===== config.mk =====
export PLATFORM = sky130hd
export DESIGN_NAME = stream_512_to_64
export DESIGN_NICKNAME = d
export VERILOG_FILES = /design/src/rtl/stream_512_to_64_pkg.sv /design/src/rtl/stream_512_to_64.sv
export SDC_FILE = /design/constraint.sdc
export NUM_CORES = 1
export LEC_CHECK = 0
export BUFFER_PORTS_ARGS = -buffer_cell sky130_fd_sc_hd__buf_4
export CAP_MARGIN = 20
export CORE_AREA = 3 3 235 237
export DETAILED_ROUTE_END_ITERATION = 8
export DIE_AREA = 0 0 238 240
export HOLD_SLACK_MARGIN = 0.06
export PLACE_DENSITY = 0.72
export SLEW_MARGIN = 10
export SYNTH_ARGS = -nofsm -noshare
export SYNTH_HDL_FRONTEND = slang
export SYNTH_SLANG_ARGS = --single-unit

===== constraint.sdc =====
create_clock -name clk -period 3.5 [get_ports clk]
set_clock_uncertainty 0.2 [all_clocks]
set_input_delay 0.7 -clock clk [delete_from_list [all_inputs] [get_ports clk]]
set_output_delay 0.7 -clock clk [all_outputs]
set_load 0.02 [all_outputs]

===== src/rtl/stream_512_to_64_pkg.sv =====
// Shared definitions for the wide-to-narrow stream splitter: default word
// widths, beat-count / index-width helpers and the controller state encoding.
package stream_512_to_64_pkg;

    localparam int IN_W_DEF  = 512;
    localparam int OUT_W_DEF = 64;

    // Beats per input word and the width of the beat index register.
    function automatic int beats_per_word(input int in_w, input int out_w);
        return in_w / out_w;
    endfunction

    function automatic int idx_width(input int n);
        return (n > 1) ? $clog2(n) : 1;
    endfunction

    localparam int N_DEF     = IN_W_DEF / OUT_W_DEF;
    localparam int IDX_W_DEF = (N_DEF > 1) ? $clog2(N_DEF) : 1;

    typedef enum logic {
        ST_EMPTY = 1'b0,
        ST_HOLD  = 1'b1
    } state_t;

endpackage


===== src/rtl/stream_512_to_64.sv =====
// Splits IN_W-bit words popped from a first-word-fall-through FIFO into
// OUT_W-bit beats, least-significant slice first, with valid/ready output
// handshake and a running count of fully emitted words.
//
// state    | meaning
// ST_EMPTY | no word held; pop the FIFO head as soon as it is valid
// ST_HOLD  | word held in r_shift; r_idx is the beat currently on m_data
//
// IN_W must be an integer multiple of OUT_W.
module stream_512_to_64
    import stream_512_to_64_pkg::*;
#(
    parameter int IN_W  = IN_W_DEF,
    parameter int OUT_W = OUT_W_DEF
) (
    input  logic             clk,
    input  logic             reset_n,
    input  logic [IN_W-1:0]  fifo_dout,
    input  logic             fifo_valid,
    output logic             fifo_rd_en,
    output logic [OUT_W-1:0] m_data,
    output logic             m_valid,
    input  logic             m_ready,
    output logic             m_last,
    output logic [31:0]      words_done
);

    localparam int N     = beats_per_word(IN_W, OUT_W);
    localparam int IDX_W = idx_width(N);
    localparam logic [IDX_W-1:0] IDX_LAST = IDX_W'(N - 1);
    localparam logic [IDX_W-1:0] IDX_ONE  = IDX_W'(1);

    state_t             r_state;
    state_t             w_state_nxt;
    logic               r_run;
    logic [IN_W-1:0]    r_shift;
    logic [IDX_W-1:0]   r_idx;
    logic [31:0]        r_words_done;

    logic               w_last_idx;
    logic               w_beat_take;
    logic               w_word_done;
    logic               w_pop;

    assign w_last_idx  = (r_idx == IDX_LAST);
    assign w_beat_take = (r_state == ST_HOLD) && m_ready;
    assign w_word_done = w_beat_take && w_last_idx;

    // r_run keeps the pop request low through reset and until the first edge
    // after release, so a word is never taken while reset is still settling.
    assign w_pop = fifo_valid && r_run &&
                   ((r_state == ST_EMPTY) || w_word_done);

    // State register.
    always_ff @(posedge clk or negedge reset_n) begin
        if (!reset_n) begin
            r_state <= ST_EMPTY;
        end else begin
            r_state <= w_state_nxt;
        end
    end

    // Next-state decode: enter HOLD on a pop, leave it only after the last
    // beat is accepted with no follow-on word available.
    always_comb begin
        w_state_nxt = r_state;
        case (r_state)
            ST_EMPTY: begin
                if (w_pop) begin
                    w_state_nxt = ST_HOLD;
                end
            end
            ST_HOLD: begin
                if (w_word_done && !w_pop) begin
                    w_state_nxt = ST_EMPTY;
                end
            end
            default: w_state_nxt = ST_EMPTY;
        endcase
    end

    // Handshake outputs derived from state and beat index.
    always_comb begin
        m_valid    = 1'b0;
        m_last     = 1'b0;
        fifo_rd_en = w_pop;
        if (r_state == ST_HOLD) begin
            m_valid = 1'b1;
            m_last  = w_last_idx;
        end
    end

    // Shift register and beat index: load on pop, shift one slice per
    // accepted beat, freeze while the downstream stalls.
    always_ff @(posedge clk or negedge reset_n) begin
        if (!reset_n) begin
            r_run   <= 1'b0;
            r_shift <= '0;
            r_idx   <= '0;
        end else begin
            r_run <= 1'b1;
            if (w_pop) begin
                r_shift <= fifo_dout;
                r_idx   <= '0;
            end else if (w_word_done) begin
                r_shift <= r_shift >> OUT_W;
                r_idx   <= '0;
            end else if (w_beat_take) begin
                r_shift <= r_shift >> OUT_W;
                r_idx   <= r_idx + IDX_ONE;
            end
        end
    end

    // Completed-word counter; wraps naturally at 2^32.
    always_ff @(posedge clk or negedge reset_n) begin
        if (!reset_n) begin
            r_words_done <= '0;
        end else if (w_word_done) begin
            r_words_done <= r_words_done + 32'd1;
        end
    end

    assign m_data     = r_shift[OUT_W-1:0];
    assign words_done = r_words_done;

endmodule


==> summary.md, run 1 <==
| Metric | Value |
|---|---|
| Final critical-path setup slack | 0.215 ns |
| Period minus WS final | 3.28 ns |
| DRT iter0 DRCs | 1994 |
| Leakage | 0.0144 uW |
| Clock buffer depth | 3 |
| Area of the core | 53500 um^2 |
| Worst hold endpoint | r_shift[495] |
| Die Wd | 238 um |
| Status | finished, final reports clean |
| R2R setup slack | 0.73 ns |
| Crit Reg-Reg Endpoint | r_shift[125] |
| Hold WC Path Type | primary input to flop |
| Post-synth cell types | 32 |
| DR vias/cell | 5.37 |
| Unrepaired setup endpoints after global routing | no |
| Maximum vdd drop | 0.504 mV |
| TritonCTS clock tree | yes |
| Drt total wl | 76.5 mm |
| R2r worst-path depth | 7 |
| Sw Share | 33.9% |
| Final std cells w/o fill | 3991 |
| Die H | 240 um |
| Yosys warnings | 0 |
| First-pass GRT wire length | 117 mm |
| Fin. Hold Viols | 0 |
| Total GRT Usage | 25.8% |
| Mean routed wirelength per cell | 19.2 um |
| Max-cap violation count | 0 |
| Worst Setup Start Kind | flop |
| Routed Antenna Nets | 0 |
| Clk pwr share | 26.6% |
| Via count | 21427 |
| Root Driver | clkbuf_16 |
| Normalized max-slew margin | 26.6% |
| CP endpoint kind | primary output |
| Worst setup path category | flop to primary output |
| H-tree depth | 2 |
| Vias in the first global route | 20302 |
| Syn Nets | 3317 |
| Setup violators final | 0 |
| Net count, final | 3754 |
| Worst slew pin tran | 1.10 ns |
| Slew Viols, Final | 0 |
| Port-buffer cells | 614 |
| Power share of the combinational group | 28.4% |
| Fin crit share | 93.8% |
| Pre-CTS WS | 0.726 ns |
| # IOs | 615 |
| Hold Path Depth | 2 |
| Clk_lat worst skew | 0.59 ns |
| Hold path start | fifo_dout[495] |
| Routability cong. | 0.911 |
| Arrival time worst endpoint | 2.38 ns |
| Mapped Cells | 2798 |
| Row count | 85 |
| Initial Util | 46.0% |
| Grt ovf | 0 |
| CTS sink cnt | 549 |
| CTS clk-pin slew, worst paths | 0.06 ns |
| Power Internal | 15200 uW |
| Area Overhead vs Synth | 26.0% |
| DP HPWL | 54.9 mm |
| Largest net degree at the start of global routing | 192 |
| DRT Pass-1 Iters | 5 |
| DIE AREA | 57100 um^2 |
| Worst EP required | 2.60 ns |
| Net Switching | 7820 uW |
| Cell Area, Placed | 29000 um^2 |
| Fillers | 4742 |
| Origin of the critical flop-to-flop path | r_idx[0] |
| PD cells | 744 nW/um^2 |
| Share of post-route cells with drive strength above 1 | 23.2% |
| # DRC | 0 |
| Cells resized by post-CTS repair | 0 |
| Seq/Total Area, Yosys | 55.9% |
| Initial antenna violation count | 21 |
| Final Instance Area | 31000 um^2 |
| Worst-path fanout max | 119 |
| Post-Syn Area | 24600 um^2 |
| Setup TNS | 0 ns |
| Average size of a mapped cell | 8.79 um^2 |
| CTS Buf Count | 58 |
| Placed insts | 3870 |
| #FFs+latches synth | 549 |
| Fmax | 304 MHz |
| Seq pwr share | 44.9% |
## registers in the layout (all words and copies together) (netlist names)
register and flops:
r_shift 512, r_idx 3, r_state 1, r_run 1
words_done 32
## cell usage after synthesis, drive strengths merged
cell	instances	area, um^2
nand2	912	3420
dfrtp	549	13700
nor2	454	1700
a31oi	448	2800
buf	213	1400
clkbuf	67	251
a22o	65	569
xnor2	27	236
nand3	13	65.1
nand4	13	87.6
and3	7	43.8
nor3	4	25.0
xor2	4	35.0
and4	3	26.3
ha	3	37.5
inv	3	11.3
mux2	2	22.5
nand4b	2	17.5
nor4	2	27.5
a21o	1	7.51
and2	1	6.26
and4bb	1	12.5
clkinv	1	8.76
conb	1	3.75
o21a	1	7.51
o21ai	1	8.76
## routing by layer
| layer | wire length (um) | share of wire (%) | track usage, % | vias up |
|---|---|---|---|---|
| met1 | 33400 | 44 | 36.7 | 10284 |
| met3 | 5220 | 6.8 | 4.90 | 160 |
| met4 | 3050 | 4.0 | 11.2 | 4 |
| met2 | 34800 | 45 | 38.9 | 739 |
| li1 | - | - | - | 10240 |
| met5 | 27 | 0.035 | 0 | - |
## worst max path at each step
stage | cells past startpoint | start | endpoint | slack, ns
after floorplan | 5 | fifo_valid | fifo_rd_en | 1.23
after global placement | 5 | fifo_valid | fifo_rd_en | 0.78
after detailed placement | 6 | fifo_valid | r_shift[125] | 0.73
after CTS | 6 | r_idx[0] | fifo_rd_en | 0.19
after global routing | 6 | r_idx[0] | fifo_rd_en | 0.04
final | 6 | r_idx[0] | fifo_rd_en | 0.22
## power groups by stage
stage / Sequential (uW) / Combinational [uW] / Clock, uW
6_report: 10400 / 6560 / 6130
5_1_grt: 10600 / 7390 / 6500
4_1_cts: 10300 / 6610 / 6250
3_5_place_dp: 10400 / 6600 / 0
3_3_place_gp: 10300 / 6400 / 0
2_1_floorplan: 9880 / 4950 / 0
## through the flow
stage,util [%],hold WS (ns),power [uW]
6_report,57.9,0.130,23000
5_1_grt,57.9,0.101,24500
4_1_cts,57.8,0.0862,23200
3_5_place_dp,54.3,0.267,17000
3_3_place_gp,54.3,0.265,16700
2_1_floorplan,-,0.204,14800
## worst max-delay path, cell delays in order (launching register included)
cell	delay [ns]
dfrtp_1	0.37
ha_1	0.16
ha_1	0.23
nand2_1	0.12
a21o_4	0.30
inv_16	0.33
buf_4	0.23
## cell type report
cell class	count	area [um^2]	share of cell area, %
clock buffers	86	1770	5.71
well taps	696	871	2.81
flip-flops and latches	549	13700	44.3
inverters	4	31.3	0.101
repair buffers	657	5200	16.8
clock inverters	15	139	0.448
multi-input cells	1965	9190	29.6
diodes	19	47.5	0.153
## what timing repair did
item | in CTS | in global routing
hold buffers | 1 | 0
endpoints found under the hold margin | 79 | 0
buffers inserted | 0 | 0
## layout by cell type (no fill, tap or decap), types with 9 or more instances in the layout
master / netlist / layout
clkinv_2: 0 / 9
dfrtp_1: 549 / 549
diode_2: 0 / 19
nand4_1: 12 / 12
clkbuf_8: 0 / 19
nand3_1: 13 / 13
nand2_1: 912 / 912
buf_4: 104 / 634
buf_12: 0 / 21
xnor2_1: 27 / 27
nor2_1: 454 / 454
clkbuf_16: 0 / 59
a31oi_1: 448 / 448
a22o_1: 65 / 65
## cells by family (layout without fill, tap and decap cells)
group,count (synthesis),in the layout,synth area share [%]
AOI/OAI and AO/OA,516,516,13.8
xor gates and xnor gates,31,31,1.10
adders and majority gates,3,3,0.153
buffers and inverters,284,762,6.81
DFF,549,549,55.9
muxes,2,2,0.0916
other,1,20,0.0153
and+or+nand+nor,1412,1412,22.1
Note: power is estimated with default switching activity, not from simulation.
==> run 2, diff against run 1 <==
Settings changed: PLACE_DENSITY 0.72 to unset, PLACE_DENSITY_LB_ADDON set to 0.2.
==> run 2 against run 1 <==
  * Combinational power about the same
  * Register-to-register slack improved by 0.09 ns
  * Maximum frequency rose by 5.0%
  * Design area grew 0.61%
  * First-iteration DRC count down 5.8%
  * Final cell count rose by 0.28%
  * Hold slack got worse by 0.016 ns
==> summary.md, run 2 (synthesis gave the netlist of run 1 again) <==
| Metric | Value |
|---|---|
| Status | finished, final reports clean (unchanged) |
| Hold Path Depth | 2 (unchanged) |
| Final Instance Area | 31200 um^2 (was 31000 um^2) |
| Biggest register | r_shift (unchanged) |
| Die Wd | 238 um (unchanged) |
| Register area | 13700 um^2 (unchanged) |
| Period minus WS final | 3.13 ns (was 3.28 ns) |
| Grt ovf | 0 (unchanged) |
| Port-buffer cells | 614 (unchanged) |
| Fin. Hold Viols | 0 (unchanged) |
| Global routing usage on met1 | 37.1% (was 36.7%) |
| R2R setup slack | 0.82 ns (was 0.73 ns) |
| Clk_lat worst skew | 0.61 ns (was 0.59 ns) |
| R2r worst-path depth | 8 (was 7) |
| Worst hold endpoint | r_shift[484] (was r_shift[495]) |
| Cell Area, Placed | 29100 um^2 (was 29000 um^2) |
| Vias in the first global route | 20336 (was 20302) |
| Largest net degree at the start of global routing | 142 (was 192) |
| Via count | 21376 (was 21427) |
| Maximum vdd drop | 0.461 mV (was 0.504 mV) |
| Initial Util | 46.0% (unchanged) |
| Leakage | 0.0145 uW (was 0.0144 uW) |
| First-pass GRT wire length | 116 mm (was 117 mm) |
| Setup TNS | 0 ns (unchanged) |
| Routability cong. | 0.871 (was 0.911) |
| Origin of the critical flop-to-flop path | r_idx[0] (unchanged) |
| Fin crit share | 89.4% (was 93.8%) |
| # IOs | 615 (unchanged) |
| GR Layer Usage met3 | 5.84% (was 4.90%) |
| PD cells | 756 nW/um^2 (was 744 nW/um^2) |
| Area Overhead vs Synth | 26.8% (was 26.0%) |
| CTS clk-pin slew, worst paths | 0.06 ns (about the same) |
| H-tree depth | 2 (unchanged) |
| Mean routed wirelength per cell | 19.3 um (was 19.2 um) |
| Normalized max-slew margin | 39.1% (was 26.6%) |
| DRT Pass-1 Iters | 8 (was 5) |
| CTS sink cnt | 549 (unchanged) |
| Post-layout util | 58.3% (was 57.9%) |
| Final std cells w/o fill | 4002 (was 3991) |
| Multi-input gate area | 9190 um^2 (unchanged) |
| Max-cap violation count | 0 (unchanged) |
| Drt total wl | 77.1 mm (was 76.5 mm) |
| DRT iter0 DRCs | 1879 (was 1994) |
| Most common cell after layout, fill and taps aside | nand2_1 (unchanged) |
| Clock buffer depth | 3 (unchanged) |
| Total GRT Usage | 25.9% (was 25.8%) |
| Commonest non-fill, non-tap cells in the layout | nand2_1 (912), buf_4 (639), dfrtp_1 (549) (was nand2_1 (912), buf_4 (634), dfrtp_1 (549)) |
| CTS Buf Count | 59 (was 58) |
| Area of the core | 53500 um^2 (unchanged) |
| Global routing usage on met2 | 39.1% (was 38.9%) |
| Largest register FFs | 512 (unchanged) |
| Arrival time worst endpoint | 2.23 ns (was 2.38 ns) |
| Die H | 240 um (unchanged) |
| Initial antenna violation count | 22 (was 21) |
| Net count, final | 3760 (was 3754) |
| Hold path start | fifo_dout[484] (was fifo_dout[495]) |
| Root Driver | clkbuf_16 (unchanged) |
| Crit Reg-Reg Endpoint | r_shift[121] (was r_shift[125]) |
| DP HPWL | 55.9 mm (was 54.9 mm) |
| Fmax | 320 MHz (was 304 MHz) |
| TritonCTS clock tree | yes (unchanged) |
| Share of post-route cells with drive strength above 1 | 23.5% (was 23.2%) |
| CP endpoint kind | primary output (unchanged) |
| Worst slew pin tran | 0.910 ns (was 1.10 ns) |
| Slew Viols, Final | 0 (unchanged) |
| DIE AREA | 57100 um^2 (unchanged) |
| Busiest grt layer | met2 (unchanged) |
| Routed Antenna Nets | 0 (unchanged) |
| Worst setup path category | flop to primary output (unchanged) |
| Worst EP required | 2.60 ns (about the same) |
| Fillers | 4842 (was 4742) |
| Post-CTS Setup Bufs | 0 (unchanged) |
| Setup violators final | 0 (unchanged) |
| Unrepaired setup endpoints after global routing | no (unchanged) |
| Worst Setup Start Kind | flop (unchanged) |
| Row count | 85 (unchanged) |
| Placed insts | 3875 (was 3870) |
| Hold WC Path Type | primary input to flop (unchanged) |
| Worst-path fanout max | 98 (was 119) |
| DR vias/cell | 5.34 (was 5.37) |
| # DRC | 0 (unchanged) |
==> run 2: worst max-delay path by stage <==
stage               cells after the start           end  slack (ns)       start
floorplan                               5    fifo_rd_en        1.23  fifo_valid
global placement                        7  r_shift[350]        0.84  fifo_valid
detailed placement                      7  r_shift[121]        0.79  fifo_valid
CTS                                     6    fifo_rd_en        0.30    r_idx[0]
global route                            6    fifo_rd_en        0.23    r_idx[0]
finish                                  6    fifo_rd_en        0.37    r_idx[0]
==> run 2: cell type report <==
cell class,count,area share [%]
clock inverter,28,1.09
timing repair buffer,662,16.8
inverter,4,0.100
clock buffer,83,5.55
multi-input combinational,1965,29.5
tap,696,2.79
antenna,15,0.120
sequential,549,44.1
==> run 2: through the flow <==
stage	setup WS, ns	hold WS [ns]	power, uW
6_report	0.373	0.114	23600
5_1_grt	0.234	0.0871	25000
2_1_floorplan	1.23	0.204	14800
3_5_place_dp	0.786	0.269	17100
3_3_place_gp	0.842	0.258	16800
4_1_cts	0.297	0.0690	23700
==> run 2: what timing repair did <==
| item | in CTS | in global routing |
|---|---|---|
| hold buffers | 1 | 0 |
| gates resized for setup | 0 | 0 |
| endpoints found under the hold margin | 64 | 0 |
==> run 2: per-layer routing <==
metal	wire length (um)	share of wire (%)	vias up
met5	85	0.11	-
met1	34300	44	10304
met4	2110	2.7	14
li1	-	-	10247
met2	34900	45	678
met3	5690	7.4	133
==> run 2: worst max-delay path, cell delays in order, from the launching register on <==
cell	delay (ns)
dfrtp_1	0.36
ha_1	0.16
ha_1	0.24
nand2_1	0.11
a21o_4	0.28
inv_16	0.26
buf_4	0.22
==> run 2: where the power goes <==
part	total, uW	internal, uW	switching (uW)	leakage [uW]
sequential	10400	8820	1590	0.00629
combinational	6560	2790	3770	0.00714
clock	6590	3960	2630	0.00102
total	23600	15600	7980	0.0145
==> run 3, diff against run 2 <==
--- a/config.mk
+++ b/config.mk
@@ -13,5 +13,5 @@
 export HOLD_SLACK_MARGIN = 0.06
 export PLACE_DENSITY_LB_ADDON = 0.2
-export SLEW_MARGIN = 10
+export SKIP_LAST_GASP = 1
 export SYNTH_ARGS = -nofsm -noshare
 export SYNTH_HDL_FRONTEND = slang
==> constraint.sdc (replaced) <==
create_clock -name clk -period 3.5 [get_ports clk]
set_clock_uncertainty 0.2 [all_clocks]
set_input_delay 0.7 -clock clk [delete_from_list [all_inputs] [get_ports clk]]
set_output_delay 0.7 -clock clk [all_outputs]
set_load 0.005 [all_outputs]
==> run 3 against run 2 <==
  * Clock power decreased by 6.1%
  * Die area is the same
  * Sequential power about the same
  * Power decreased by 3.4%
  * Sequential cell count did not move
  * First-iteration DRC count increased by 8.7%
  * Wire length increased by 0.72%
  * Non-clock buffer count rose by 2
  * Setup slack worse by 0.24 ns
  * Final cell count down 0.15%
  * Critical endpoint unchanged
  * Highest routed layer unchanged
==> summary.md, run 3 (synthesis gave the netlist of run 1 again) <==
| Metric | Value |
|---|---|
| Routed Antenna Nets | 0 (unchanged) |
| Worst Setup SP | r_idx[0] (unchanged) |
| DR vias/cell | 5.34 (about the same) |
| Routability cong. | 0.883 (was 0.871) |
| Arrival time worst endpoint | 2.47 ns (was 2.23 ns) |
| Final critical-path setup slack | 0.134 ns (was 0.373 ns) |
| Worst slew pin tran | 0.890 ns (was 0.910 ns) |
| Slew Viols, Final | 0 (unchanged) |
| Maximum vdd drop | 0.432 mV (was 0.461 mV) |
| Cells resized by post-CTS repair | 0 (unchanged) |
| Hold path start | fifo_dout[489] (was fifo_dout[484]) |
| Setup violators final | 0 (unchanged) |
| Sw Share | 32.9% (was 33.9%) |
| Commonest non-fill, non-tap cells in the layout | nand2_1 (912), buf_4 (641), dfrtp_1 (549) (was nand2_1 (912), buf_4 (639), dfrtp_1 (549)) |
| CTS Hold Bufs | 1 (unchanged) |
| Fillers | 4845 (was 4842) |
| Critical path's largest stage delay | 0.38 ns (was 0.36 ns) |
| Crit path top cell by count | ha_1 (unchanged) |
| Placed insts | 3877 (was 3875) |
| Period minus WS final | 3.37 ns (was 3.13 ns) |
| CTS sink cnt | 549 (unchanged) |
| DRT iter0 DRCs | 2042 (was 1879) |
| Worst-path fanout max | 113 (was 98) |
| Leakage | 0.0144 uW (was 0.0145 uW) |
| CP max-delay cell | dfrtp_1 (unchanged) |
| Clk pwr share | 27.2% (was 28.0%) |
| Biggest register | r_shift (unchanged) |
| First-pass GRT wire length | 118 mm (was 116 mm) |
| Worst setup path category | flop to primary output (unchanged) |
| Vias in the first global route | 20411 (was 20336) |
| Largest net degree at the start of global routing | 165 (was 142) |
| Fin crit share | 96.2% (was 89.4%) |
| Root Driver | clkbuf_16 (unchanged) |
| Power share of the combinational group | 27.2% (was 27.9%) |
| # DRC | 0 (unchanged) |
| Post-CTS Setup Bufs | 0 (unchanged) |
| Seq pwr share | 45.6% (was 44.2%) |
| Clock buffer depth | 3 (unchanged) |
| Largest register FFs | 512 (unchanged) |
| Fmax | 297 MHz (was 320 MHz) |
| DIE AREA | 57100 um^2 (unchanged) |
| CTS clk-pin slew, worst paths | 0.06 ns (about the same) |
| H-tree depth | 2 (unchanged) |
| Die H | 240 um (unchanged) |
| Origin of the critical flop-to-flop path | r_idx[0] (unchanged) |
| Row count | 85 (unchanged) |
| Hold WC Path Type | primary input to flop (unchanged) |
| Pre-CTS WS | 0.673 ns (was 0.786 ns) |
| Via count | 21355 (was 21376) |
| TritonCTS clock tree | yes (unchanged) |
| Mean routed wirelength per cell | 19.4 um (was 19.3 um) |
| DRT Pass-1 Iters | 6 (was 8) |
| Normalized max-slew margin | 40.4% (was 39.1%) |
| Status | finished, final reports clean (unchanged) |
| Initial antenna violation count | 21 (was 22) |
| PD cells | 733 nW/um^2 (was 756 nW/um^2) |
| Max-cap violation count | 0 (unchanged) |
| Fin. Hold Viols | 0 (unchanged) |
| DP HPWL | 55.9 mm (about the same) |
| Critical-path cell list | ha_1 > ha_1 > nand2_1 > a21o_4 > inv_16 > buf_4 (unchanged) |
| Final std cells w/o fill | 3996 (was 4002) |
| Grt ovf | 0 (unchanged) |
| Clk_lat worst skew | 0.61 ns (about the same) |
| Area of the core | 53500 um^2 (unchanged) |
| Worst Setup Start Kind | flop (unchanged) |
| Unrepaired setup endpoints after global routing | no (unchanged) |
| Port-buffer cells | 614 (unchanged) |
| Drt total wl | 77.6 mm (was 77.1 mm) |
| Most common cell after layout, fill and taps aside | nand2_1 (unchanged) |
| CP endpoint kind | primary output (unchanged) |
| Net Switching | 7490 uW (was 7980 uW) |
| R2R setup slack | 0.71 ns (was 0.82 ns) |
| Setup TNS | 0 ns (unchanged) |
| Share of post-route cells with drive strength above 1 | 23.1% (was 23.5%) |
| Initial Util | 46.0% (unchanged) |
| Area Overhead vs Synth | 26.2% (was 26.8%) |
| Die Wd | 238 um (unchanged) |
| Total GRT Usage | 26.2% (was 25.9%) |
| Worst EP required | 2.60 ns (about the same) |
| # IOs | 615 (unchanged) |
| CTS Buf Count | 58 (was 59) |
| Power Internal | 15300 uW (was 15600 uW) |
| Net count, final | 3761 (was 3760) |
run 3: per-layer routing:
layer	up-vias	GRT usage (%)	share of wire, %
li1	10249	-	-
met1	10237	37.6	44
met2	723	39.0	45
met3	136	6.07	7.5
met4	10	9.58	3.2
met5	-	0	0.084
run 3: worst paths after layout:
check / end / cells past startpoint
setup / recovery: fifo_rd_en / 6
hold reg to reg: r_idx[1] / 2
min in group asynchronous: r_shift[44] / 2
hold / removal: r_shift[489] / 2
setup reg to reg: r_shift[428] / 8
max in group asynchronous: r_shift[475] / 3
run 3: critical path, delay by kind of cell (launching register included):
| kind | cells | cell delay, ns |
|---|---|---|
| adders and majority gates | 2 | 0.44 |
| and+or+nand+nor | 1 | 0.13 |
| DFF | 1 | 0.38 |
| buffers and inverters | 2 | 0.43 |
| AOI/OAI and AO/OA | 1 | 0.37 |
run 3: through the flow:
| stage | hold WS (ns) | util [%] | power, uW | instance area [um^2] |
|---|---|---|---|---|
| 2_1_floorplan | 0.204 | - | 14400 | 24600 |
| 3_3_place_gp | 0.262 | 54.3 | 16300 | 29100 |
| 3_5_place_dp | 0.275 | 54.3 | 16600 | 29100 |
| 4_1_cts | 0.0705 | 57.9 | 22900 | 31000 |
| 5_1_grt | 0.0810 | 58.0 | 24200 | 31000 |
| 6_report | 0.108 | 58.0 | 22700 | 31000 |
run 3: final cells by class:
| cell class | count | area (um^2) | area share, % |
|---|---|---|---|
| repair buffers | 664 | 5260 | 16.9 |
| flip-flops and latches | 549 | 13700 | 44.3 |
| clock buffers | 91 | 1770 | 5.70 |
| well taps | 696 | 871 | 2.81 |
| inverters | 4 | 31.3 | 0.101 |
| diodes | 16 | 40.0 | 0.129 |
| clock inverters | 11 | 140 | 0.452 |
| multi-input cells | 1965 | 9190 | 29.6 |
run 3: power by group through the flow:
stage	sequential, uW	combinational (uW)	clock (uW)
floorplan	9860	4530	0
global placement	10300	6040	0
detailed placement	10400	6210	0
CTS	10300	6230	6290
global route	10600	7020	6570
finish	10400	6190	6190
